===== src/rtl/kgp_alu_pkg.sv =====
// Shared constants for the KGP-RISC ALU issue controller:
// ALU opcodes, instruction opcode/funct values, FSM states and the decode bundle.
package kgp_alu_pkg;

  localparam logic [3:0] OP_PASS  = 4'b0000;
  localparam logic [3:0] OP_ADD   = 4'b0001;
  localparam logic [3:0] OP_AND   = 4'b0010;
  localparam logic [3:0] OP_XOR   = 4'b0011;
  localparam logic [3:0] OP_COMP  = 4'b0101;
  localparam logic [3:0] OP_SHL   = 4'b1100;
  localparam logic [3:0] OP_SHRL  = 4'b1110;
  localparam logic [3:0] OP_SHRA  = 4'b1111;
  localparam logic [3:0] OP_SHLV  = 4'b1000;
  localparam logic [3:0] OP_SHRLV = 4'b1010;
  localparam logic [3:0] OP_SHRAV = 4'b1011;

  localparam logic [5:0] OPC_RCLASS = 6'b000000;
  localparam logic [5:0] OPC_ADDI   = 6'b000001;
  localparam logic [5:0] OPC_MOV    = 6'b000010;

  localparam logic [4:0] FN_ADD   = 5'd0;
  localparam logic [4:0] FN_COMP  = 5'd1;
  localparam logic [4:0] FN_AND   = 5'd2;
  localparam logic [4:0] FN_XOR   = 5'd3;
  localparam logic [4:0] FN_SHLL  = 5'd4;
  localparam logic [4:0] FN_SHRL  = 5'd5;
  localparam logic [4:0] FN_SHRA  = 5'd6;
  localparam logic [4:0] FN_SHLLV = 5'd7;
  localparam logic [4:0] FN_SHRLV = 5'd8;
  localparam logic [4:0] FN_SHRAV = 5'd9;

  typedef enum logic [1:0] {
    ST_IDLE = 2'd0,
    ST_RD   = 2'd1,
    ST_EX   = 2'd2,
    ST_WB   = 2'd3
  } state_e;

  typedef struct packed {
    logic [3:0] op;
    logic       b_sel_imm;
    logic       use_carry;
    logic       legal;
  } dec_t;

endpackage


===== src/rtl/alu_issue_ctrl_if.sv =====
// Handshake, register-file and ALU bundle between the issue controller and its neighbours.
interface alu_issue_ctrl_if #(
  parameter int DW = 32,
  parameter int RW = 5
);
  logic          in_valid;
  logic          in_ready;
  logic [31:0]   instr;
  logic [RW-1:0] rf_ra1;
  logic [RW-1:0] rf_ra2;
  logic [DW-1:0] rf_rd1;
  logic [DW-1:0] rf_rd2;
  logic          rf_we;
  logic [RW-1:0] rf_wa;
  logic [DW-1:0] rf_wd;
  logic [DW-1:0] alu_a;
  logic [DW-1:0] alu_b;
  logic [3:0]    alu_op;
  logic [4:0]    alu_shamt;
  logic [DW-1:0] alu_result;
  logic          alu_zero;
  logic          alu_sign;
  logic          alu_carry;
  logic          flag_z;
  logic          flag_s;
  logic          flag_c;
  logic          done;
  logic          err;

  modport master (
    input  in_valid, instr, rf_rd1, rf_rd2, alu_result, alu_zero, alu_sign, alu_carry,
    output in_ready, rf_ra1, rf_ra2, rf_we, rf_wa, rf_wd, alu_a, alu_b, alu_op,
           alu_shamt, flag_z, flag_s, flag_c, done, err
  );

  modport slave (
    output in_valid, instr, rf_rd1, rf_rd2, alu_result, alu_zero, alu_sign, alu_carry,
    input  in_ready, rf_ra1, rf_ra2, rf_we, rf_wa, rf_wd, alu_a, alu_b, alu_op,
           alu_shamt, flag_z, flag_s, flag_c, done, err
  );
endinterface


===== src/rtl/alu_op_decode.sv =====
// Combinational instruction-class decode: opcode/funct to ALU op, operand-B select,
// carry-flag update enable and legality.
module alu_op_decode
  import kgp_alu_pkg::*;
(
  input  logic [5:0] opcode_i,
  input  logic [4:0] funct_i,
  output dec_t       dec_o
);

  always_comb begin
    dec_o = '0;
    case (opcode_i)
      OPC_RCLASS: begin
        dec_o.legal = 1'b1;
        case (funct_i)
          FN_ADD:   begin dec_o.op = OP_ADD;  dec_o.use_carry = 1'b1; end
          FN_COMP:  begin dec_o.op = OP_COMP; dec_o.use_carry = 1'b1; end
          FN_AND:   dec_o.op = OP_AND;
          FN_XOR:   dec_o.op = OP_XOR;
          FN_SHLL:  dec_o.op = OP_SHL;
          FN_SHRL:  dec_o.op = OP_SHRL;
          FN_SHRA:  dec_o.op = OP_SHRA;
          FN_SHLLV: dec_o.op = OP_SHLV;
          FN_SHRLV: dec_o.op = OP_SHRLV;
          FN_SHRAV: dec_o.op = OP_SHRAV;
          default:  dec_o.legal = 1'b0;
        endcase
      end
      OPC_ADDI: begin
        dec_o.op        = OP_ADD;
        dec_o.b_sel_imm = 1'b1;
        dec_o.use_carry = 1'b1;
        dec_o.legal     = 1'b1;
      end
      OPC_MOV: begin
        dec_o.op    = OP_PASS;
        dec_o.legal = 1'b1;
      end
      default: dec_o = '0;
    endcase
  end

endmodule


===== src/rtl/alu_issue_ctrl.sv =====
// Four-state issue controller (IDLE/RD/EX/WB) for the KGP-RISC ALU: reads operands,
// drives the ALU, writes the result back and keeps the branch flags.
module alu_issue_ctrl
  import kgp_alu_pkg::*;
#(
  parameter int DW = 32,
  parameter int RW = 5
) (
  input  logic              clk,
  input  logic              rst,
  alu_issue_ctrl_if.master  bus
);

  dec_t          dec;
  state_e        state_q;
  logic          in_ready_q, rf_we_q, done_q, err_q;
  logic          flag_z_q, flag_s_q, flag_c_q;
  logic          b_sel_imm_q, use_carry_q;
  logic [3:0]    op_q, alu_op_q;
  logic [4:0]    alu_shamt_q;
  logic [RW-1:0] ra1_q, ra2_q;
  logic [15:0]   imm_q;
  logic [DW-1:0] a_hold_q, b_hold_q, result_q;
  logic [DW-1:0] imm_ext, b_oper_d, alu_a_d, alu_b_d;

  alu_op_decode u_dec (
    .opcode_i (bus.instr[31:26]),
    .funct_i  (bus.instr[4:0]),
    .dec_o    (dec)
  );

  // Operands come straight from the synchronous RF read during EX; elsewhere the last EX value holds.
  assign imm_ext  = {{(DW-16){imm_q[15]}}, imm_q};
  assign b_oper_d = b_sel_imm_q ? imm_ext : bus.rf_rd2;
  assign alu_a_d  = (state_q == ST_EX) ? bus.rf_rd1 : a_hold_q;
  assign alu_b_d  = (state_q == ST_EX) ? b_oper_d   : b_hold_q;

  always_ff @(posedge clk or negedge rst) begin
    if (!rst) begin
      state_q     <= ST_IDLE;
      in_ready_q  <= 1'b1;
      rf_we_q     <= 1'b0;
      done_q      <= 1'b0;
      err_q       <= 1'b0;
      flag_z_q    <= 1'b0;
      flag_s_q    <= 1'b0;
      flag_c_q    <= 1'b0;
      b_sel_imm_q <= 1'b0;
      use_carry_q <= 1'b0;
      op_q        <= OP_PASS;
      alu_op_q    <= OP_PASS;
      alu_shamt_q <= '0;
      ra1_q       <= '0;
      ra2_q       <= '0;
      imm_q       <= '0;
      a_hold_q    <= '0;
      b_hold_q    <= '0;
      result_q    <= '0;
    end else begin
      rf_we_q <= 1'b0;
      done_q  <= 1'b0;
      err_q   <= 1'b0;
      case (state_q)
        ST_IDLE: begin
          if (bus.in_valid && in_ready_q) begin
            if (dec.legal) begin
              op_q        <= dec.op;
              b_sel_imm_q <= dec.b_sel_imm;
              use_carry_q <= dec.use_carry;
              ra1_q       <= bus.instr[21 +: RW];
              ra2_q       <= bus.instr[16 +: RW];
              imm_q       <= bus.instr[15:0];
              in_ready_q  <= 1'b0;
              state_q     <= ST_RD;
            end else begin
              err_q <= 1'b1;
            end
          end
        end
        ST_RD: begin
          alu_op_q    <= op_q;
          // Only the shift-immediate ops carry the shamt field; variable shifts take B[4:0].
          alu_shamt_q <= (op_q[3] && op_q[2]) ? imm_q[15:11] : 5'd0;
          state_q     <= ST_EX;
        end
        ST_EX: begin
          result_q <= bus.alu_result;
          a_hold_q <= bus.rf_rd1;
          b_hold_q <= b_oper_d;
          flag_z_q <= bus.alu_zero;
          flag_s_q <= bus.alu_sign;
          if (use_carry_q) begin
            flag_c_q <= bus.alu_carry;
          end
          rf_we_q  <= 1'b1;
          done_q   <= 1'b1;
          state_q  <= ST_WB;
        end
        ST_WB: begin
          in_ready_q <= 1'b1;
          state_q    <= ST_IDLE;
        end
        default: state_q <= ST_IDLE;
      endcase
    end
  end

  assign bus.in_ready  = in_ready_q;
  assign bus.rf_ra1    = ra1_q;
  assign bus.rf_ra2    = ra2_q;
  assign bus.rf_we     = rf_we_q;
  assign bus.rf_wa     = ra1_q;
  assign bus.rf_wd     = result_q;
  assign bus.alu_a     = alu_a_d;
  assign bus.alu_b     = alu_b_d;
  assign bus.alu_op    = alu_op_q;
  assign bus.alu_shamt = alu_shamt_q;
  assign bus.flag_z    = flag_z_q;
  assign bus.flag_s    = flag_s_q;
  assign bus.flag_c    = flag_c_q;
  assign bus.done      = done_q;
  assign bus.err       = err_q;

endmodule


===== src/flat_wrapper.sv =====
// flat-port wrapper written by rule: the top's interface ports become plain ports
module alu_issue_ctrl_flat import kgp_alu_pkg::*;
#(
  parameter int DW = 32,
  parameter int RW = 5
)
  (clk, rst, bus_in_valid, bus_instr, bus_rf_rd1, bus_rf_rd2, bus_alu_result, bus_alu_zero, bus_alu_sign, bus_alu_carry, bus_in_ready, bus_rf_ra1, bus_rf_ra2, bus_rf_we, bus_rf_wa, bus_rf_wd, bus_alu_a, bus_alu_b, bus_alu_op, bus_alu_shamt, bus_flag_z, bus_flag_s, bus_flag_c, bus_done, bus_err);
  alu_issue_ctrl_if #(.DW(DW), .RW(RW)) bus_i ();
  input  logic clk;
  input  logic rst;
  input wire logic [$bits(bus_i.in_valid)-1:0] bus_in_valid;
  input wire logic [$bits(bus_i.instr)-1:0] bus_instr;
  input wire logic [$bits(bus_i.rf_rd1)-1:0] bus_rf_rd1;
  input wire logic [$bits(bus_i.rf_rd2)-1:0] bus_rf_rd2;
  input wire logic [$bits(bus_i.alu_result)-1:0] bus_alu_result;
  input wire logic [$bits(bus_i.alu_zero)-1:0] bus_alu_zero;
  input wire logic [$bits(bus_i.alu_sign)-1:0] bus_alu_sign;
  input wire logic [$bits(bus_i.alu_carry)-1:0] bus_alu_carry;
  output wire logic [$bits(bus_i.in_ready)-1:0] bus_in_ready;
  output wire logic [$bits(bus_i.rf_ra1)-1:0] bus_rf_ra1;
  output wire logic [$bits(bus_i.rf_ra2)-1:0] bus_rf_ra2;
  output wire logic [$bits(bus_i.rf_we)-1:0] bus_rf_we;
  output wire logic [$bits(bus_i.rf_wa)-1:0] bus_rf_wa;
  output wire logic [$bits(bus_i.rf_wd)-1:0] bus_rf_wd;
  output wire logic [$bits(bus_i.alu_a)-1:0] bus_alu_a;
  output wire logic [$bits(bus_i.alu_b)-1:0] bus_alu_b;
  output wire logic [$bits(bus_i.alu_op)-1:0] bus_alu_op;
  output wire logic [$bits(bus_i.alu_shamt)-1:0] bus_alu_shamt;
  output wire logic [$bits(bus_i.flag_z)-1:0] bus_flag_z;
  output wire logic [$bits(bus_i.flag_s)-1:0] bus_flag_s;
  output wire logic [$bits(bus_i.flag_c)-1:0] bus_flag_c;
  output wire logic [$bits(bus_i.done)-1:0] bus_done;
  output wire logic [$bits(bus_i.err)-1:0] bus_err;
  assign bus_i.in_valid = bus_in_valid;
  assign bus_i.instr = bus_instr;
  assign bus_i.rf_rd1 = bus_rf_rd1;
  assign bus_i.rf_rd2 = bus_rf_rd2;
  assign bus_i.alu_result = bus_alu_result;
  assign bus_i.alu_zero = bus_alu_zero;
  assign bus_i.alu_sign = bus_alu_sign;
  assign bus_i.alu_carry = bus_alu_carry;
  assign bus_in_ready = bus_i.in_ready;
  assign bus_rf_ra1 = bus_i.rf_ra1;
  assign bus_rf_ra2 = bus_i.rf_ra2;
  assign bus_rf_we = bus_i.rf_we;
  assign bus_rf_wa = bus_i.rf_wa;
  assign bus_rf_wd = bus_i.rf_wd;
  assign bus_alu_a = bus_i.alu_a;
  assign bus_alu_b = bus_i.alu_b;
  assign bus_alu_op = bus_i.alu_op;
  assign bus_alu_shamt = bus_i.alu_shamt;
  assign bus_flag_z = bus_i.flag_z;
  assign bus_flag_s = bus_i.flag_s;
  assign bus_flag_c = bus_i.flag_c;
  assign bus_done = bus_i.done;
  assign bus_err = bus_i.err;
  alu_issue_ctrl #(.DW(DW), .RW(RW)) u_core (.clk(clk), .rst(rst), .bus(bus_i));
endmodule

===== config.mk =====
export PLATFORM = sky130hd
export DESIGN_NAME = alu_issue_ctrl_flat
export DESIGN_NICKNAME = d
export VERILOG_FILES = /design/src/rtl/kgp_alu_pkg.sv /design/src/rtl/alu_issue_ctrl_if.sv /design/src/rtl/alu_op_decode.sv /design/src/rtl/alu_issue_ctrl.sv /design/src/flat_wrapper.sv
export SDC_FILE = /design/constraint.sdc
export NUM_CORES = 1
export LEC_CHECK = 0
export BUFFER_PORTS_ARGS = -buffer_cell sky130_fd_sc_hd__buf_4
export CORE_ASPECT_RATIO = 0.9
export CORE_MARGIN = 8
export CORE_UTILIZATION = 51
export DETAILED_ROUTE_END_ITERATION = 16
export PLACE_DENSITY = 0.87
export SYNTH_ARGS = -nofsm -noshare
export SYNTH_HDL_FRONTEND = slang
export SYNTH_SLANG_ARGS = --single-unit

===== constraint.sdc =====
create_clock -name clk -period 4.12 [get_ports clk]
set_input_delay 0.824 -clock clk [delete_from_list [all_inputs] [get_ports clk]]
set_output_delay 0.824 -clock clk [all_outputs]
set_load 0.1 [all_outputs]

==> flow_metrics.tcl <==
set metrics [dict create \
    cts_tree "yes" \
    final_cells 867 \
    wl_per_cell_um 20.3 \
    cp_max_fo 59 \
    postSynth.asyncResetShare_pct 100 \
    min_period_ps 3390 \
    ys.flop_type "dfrtp_1" \
    fp.dieH_um 119 \
    core_um2 11500 \
    cts_hold_buf 0 \
    gp_routability_congestion 0.826 \
    fill_cells 768 \
    cts-root-buf "clkbuf_16" \
    drc 0 \
    yosysWarnings 0 \
    skew_ps 5.81 \
    grt_max_degree 81 \
    ys_seq_area_share_pct 60.2 \
    grt_first_pass_wirelength_mm 26.7 \
    row_count 37 \
    drtAntennaViolNets 0 \
    final_hold_viol_count 0 \
    required_ps 3300 \
    final.period_utilization_pct 82.4 \
    layout_setup_ws_ps 725 \
    dr_total_vias 4531 \
    hp-class "in -> async" \
    critPathKind "reg -> out" \
    syn_to_final_growth_pct 42.9 \
    synth.distinct_cells 38 \
    syn_nets 583 \
    initialDrtViolationCount 230 \
    avgSynthCellArea_um2 13.5 \
    via_per_inst 5.23 \
    end_kind "output port" \
    track_usage_pct 22.3 \
    status "finished, final reports clean" \
    final-setup-viol-count 0 \
    fp.dieW_um 131 \
    first_pass_iters 4 \
    dp.cells 835 \
    synthCells 445 \
    diodes 0 \
    io_buffers 260 \
    clkSinkCount 145 \
    place_ws_ps 1160 \
    cts_buffer_depth 2 \
    tightest_slew_ps 1070 \
    grt_pass1_vias 4911 \
    cts_made_buffers 17 \
    ys_ff_latch 145 \
    fin_tns_setup_ps 0 \
    clk_latency_ps 410 \
    cts_setup_buffers 0 \
    initial_core_util_pct 52.5 \
    gr-total-overflow 0 \
    dieArea_um2 15600 \
    slew_violations 0 \
    ios 261 \
    start_kind "register" \
    fin_area_um2 8610 \
    max_slew_margin_pct 29.0 \
    grt_setup_unrepaired "no" \
    arrival_ps 2570 \
    clock.fmax_mhz 295 \
    clk_pin_slew_worst_paths_ps 60 \
    synth_edf_count 0 \
    cap_violations 0 \
    cts_resized 0 \
    layout-drive-gt1-share_pct 55.4 \
    htreeDepth 4 \
    synth.cell_area_um2 6030 \
    nets 836 \
    placed_area_um2 8050 \
    dp_hpwl_mm 13.2 \
    wl_mm 17.6 \
    antenna_found_initial 0 \
]
layer usage:
metal  GRT usage (%)  wire (um)
met3            7.98       1590
met2            40.2       9330
met4            6.38        194
met5               0          0
met1            23.7       6470
sequential cells by signal, summed over array words and instances (netlist names):
name                  flops
u_core.bus.err            1
u_core.bus.flag_z         1
u_core.b_hold_q          32
u_core.state_q            2
u_core.bus.alu_op         4
u_core.bus.rf_wd         32
u_core.bus.flag_c         1
u_core.bus.in_ready       1
u_core.op_q               4
u_core.bus.rf_ra2         5
u_core.bus.flag_s         1
u_core.imm_q             16
u_core.bus.alu_shamt      5
u_core.bus.rf_ra1         5
u_core.a_hold_q          32
u_core.bus.rf_we          1
u_core.use_carry_q        1
u_core.b_sel_imm_q        1
stage by stage:
step	utilization, %	hold slack, ps
6_report	75.0	460
5_1_grt	75.0	504
4_1_cts	75.0	476
3_5_place_dp	70.1	480
3_3_place_gp	70.1	467
2_1_floorplan	-	467
placed cells by master, fill, tap and decap left out, types with 2 or more instances in the layout:
master,Yosys,final
clkinv_2,0,4
ha_1,4,3
o21ai_1,3,3
mux2i_1,18,18
o22ai_1,5,5
nor2_1,39,39
nand2b_1,2,2
mux2_2,65,65
dfrtp_1,144,144
clkbuf_1,11,5
nand2_1,11,11
or4_4,2,2
clkbuf_16,0,17
buf_4,6,264
clkbuf_8,0,5
mux2_1,10,10
mux2_4,27,27
o21ai_0,2,2
inv_1,13,13
a21oi_1,52,52
final timing paths:
check                                     start              endpoint  slack (ps)  cells after the start
max in group asynchronous                   rst   u_core.a_hold_q[11]        2710                      2
min reg2reg                u_core.bus.rf_wd[31]  u_core.bus.rf_wd[31]         490                      1
max reg2reg                   u_core.state_q[0]  u_core.bus.rf_ra1[4]        1590                      5
min                                         rst  u_core.bus.alu_op[2]         460                      1
min in group clk           u_core.bus.rf_wd[31]  u_core.bus.rf_wd[31]         490                      1
max                           u_core.state_q[0]          bus_alu_b[9]         730                      6
kinds of logic (layout without fill, tap and decap cells):
logic type	after synthesis	after routing	share of synthesized area [%]
flip-flops	145	145	60.2
multiplexers	120	120	23.7
AO/OA/AOI/OAI	67	67	6.04
AND/OR/NAND/NOR	63	63	4.94
buffers and inverters	45	311	4.11
adder cells (fa/ha/maj)	4	4	0.830
XOR/XNOR	1	1	0.145
cell usage after synthesis (2+ instances only):
library cell | count | area share [%]
dfrtp_1 | 144 | 60
mux2_2 | 65 | 12
a21oi_1 | 52 | 4.3
nor2_1 | 39 | 2.4
mux2_4 | 27 | 6.7
mux2i_1 | 18 | 3.0
inv_1 | 13 | 0.81
clkbuf_1 | 11 | 0.68
nand2_1 | 11 | 0.68
mux2_1 | 10 | 1.9
buf_1 | 7 | 0.44
buf_4 | 6 | 0.75
o22ai_1 | 5 | 0.52
buf_2 | 4 | 0.33
ha_1 | 4 | 0.83
o21ai_1 | 3 | 0.25
buf_12 | 2 | 0.66
nand2b_1 | 2 | 0.21
o21ai_0 | 2 | 0.17
or4_4 | 2 | 0.37
final cells by class:
type	count	area (um2)	share of cell area [%]
tap	156	195	2.27
multi-input combinational	255	2160	25.1
clock inverter	5	50.0	0.581
timing repair buffer	266	2010	23.4
inverter	13	48.8	0.566
sequential	145	3630	42.1
clock buffer	27	513	5.95
critical path, cell delays in order, from the launching register on:
cell	delay, ps
dfrtp_1	400
inv_1	160
ha_4	560
buf_12	330
nor2_1	80
a21oi_1	240
buf_4	350
Power is not shown: default switching activity piles up to over one toggle a cycle in this logic, so the estimate is an artifact.
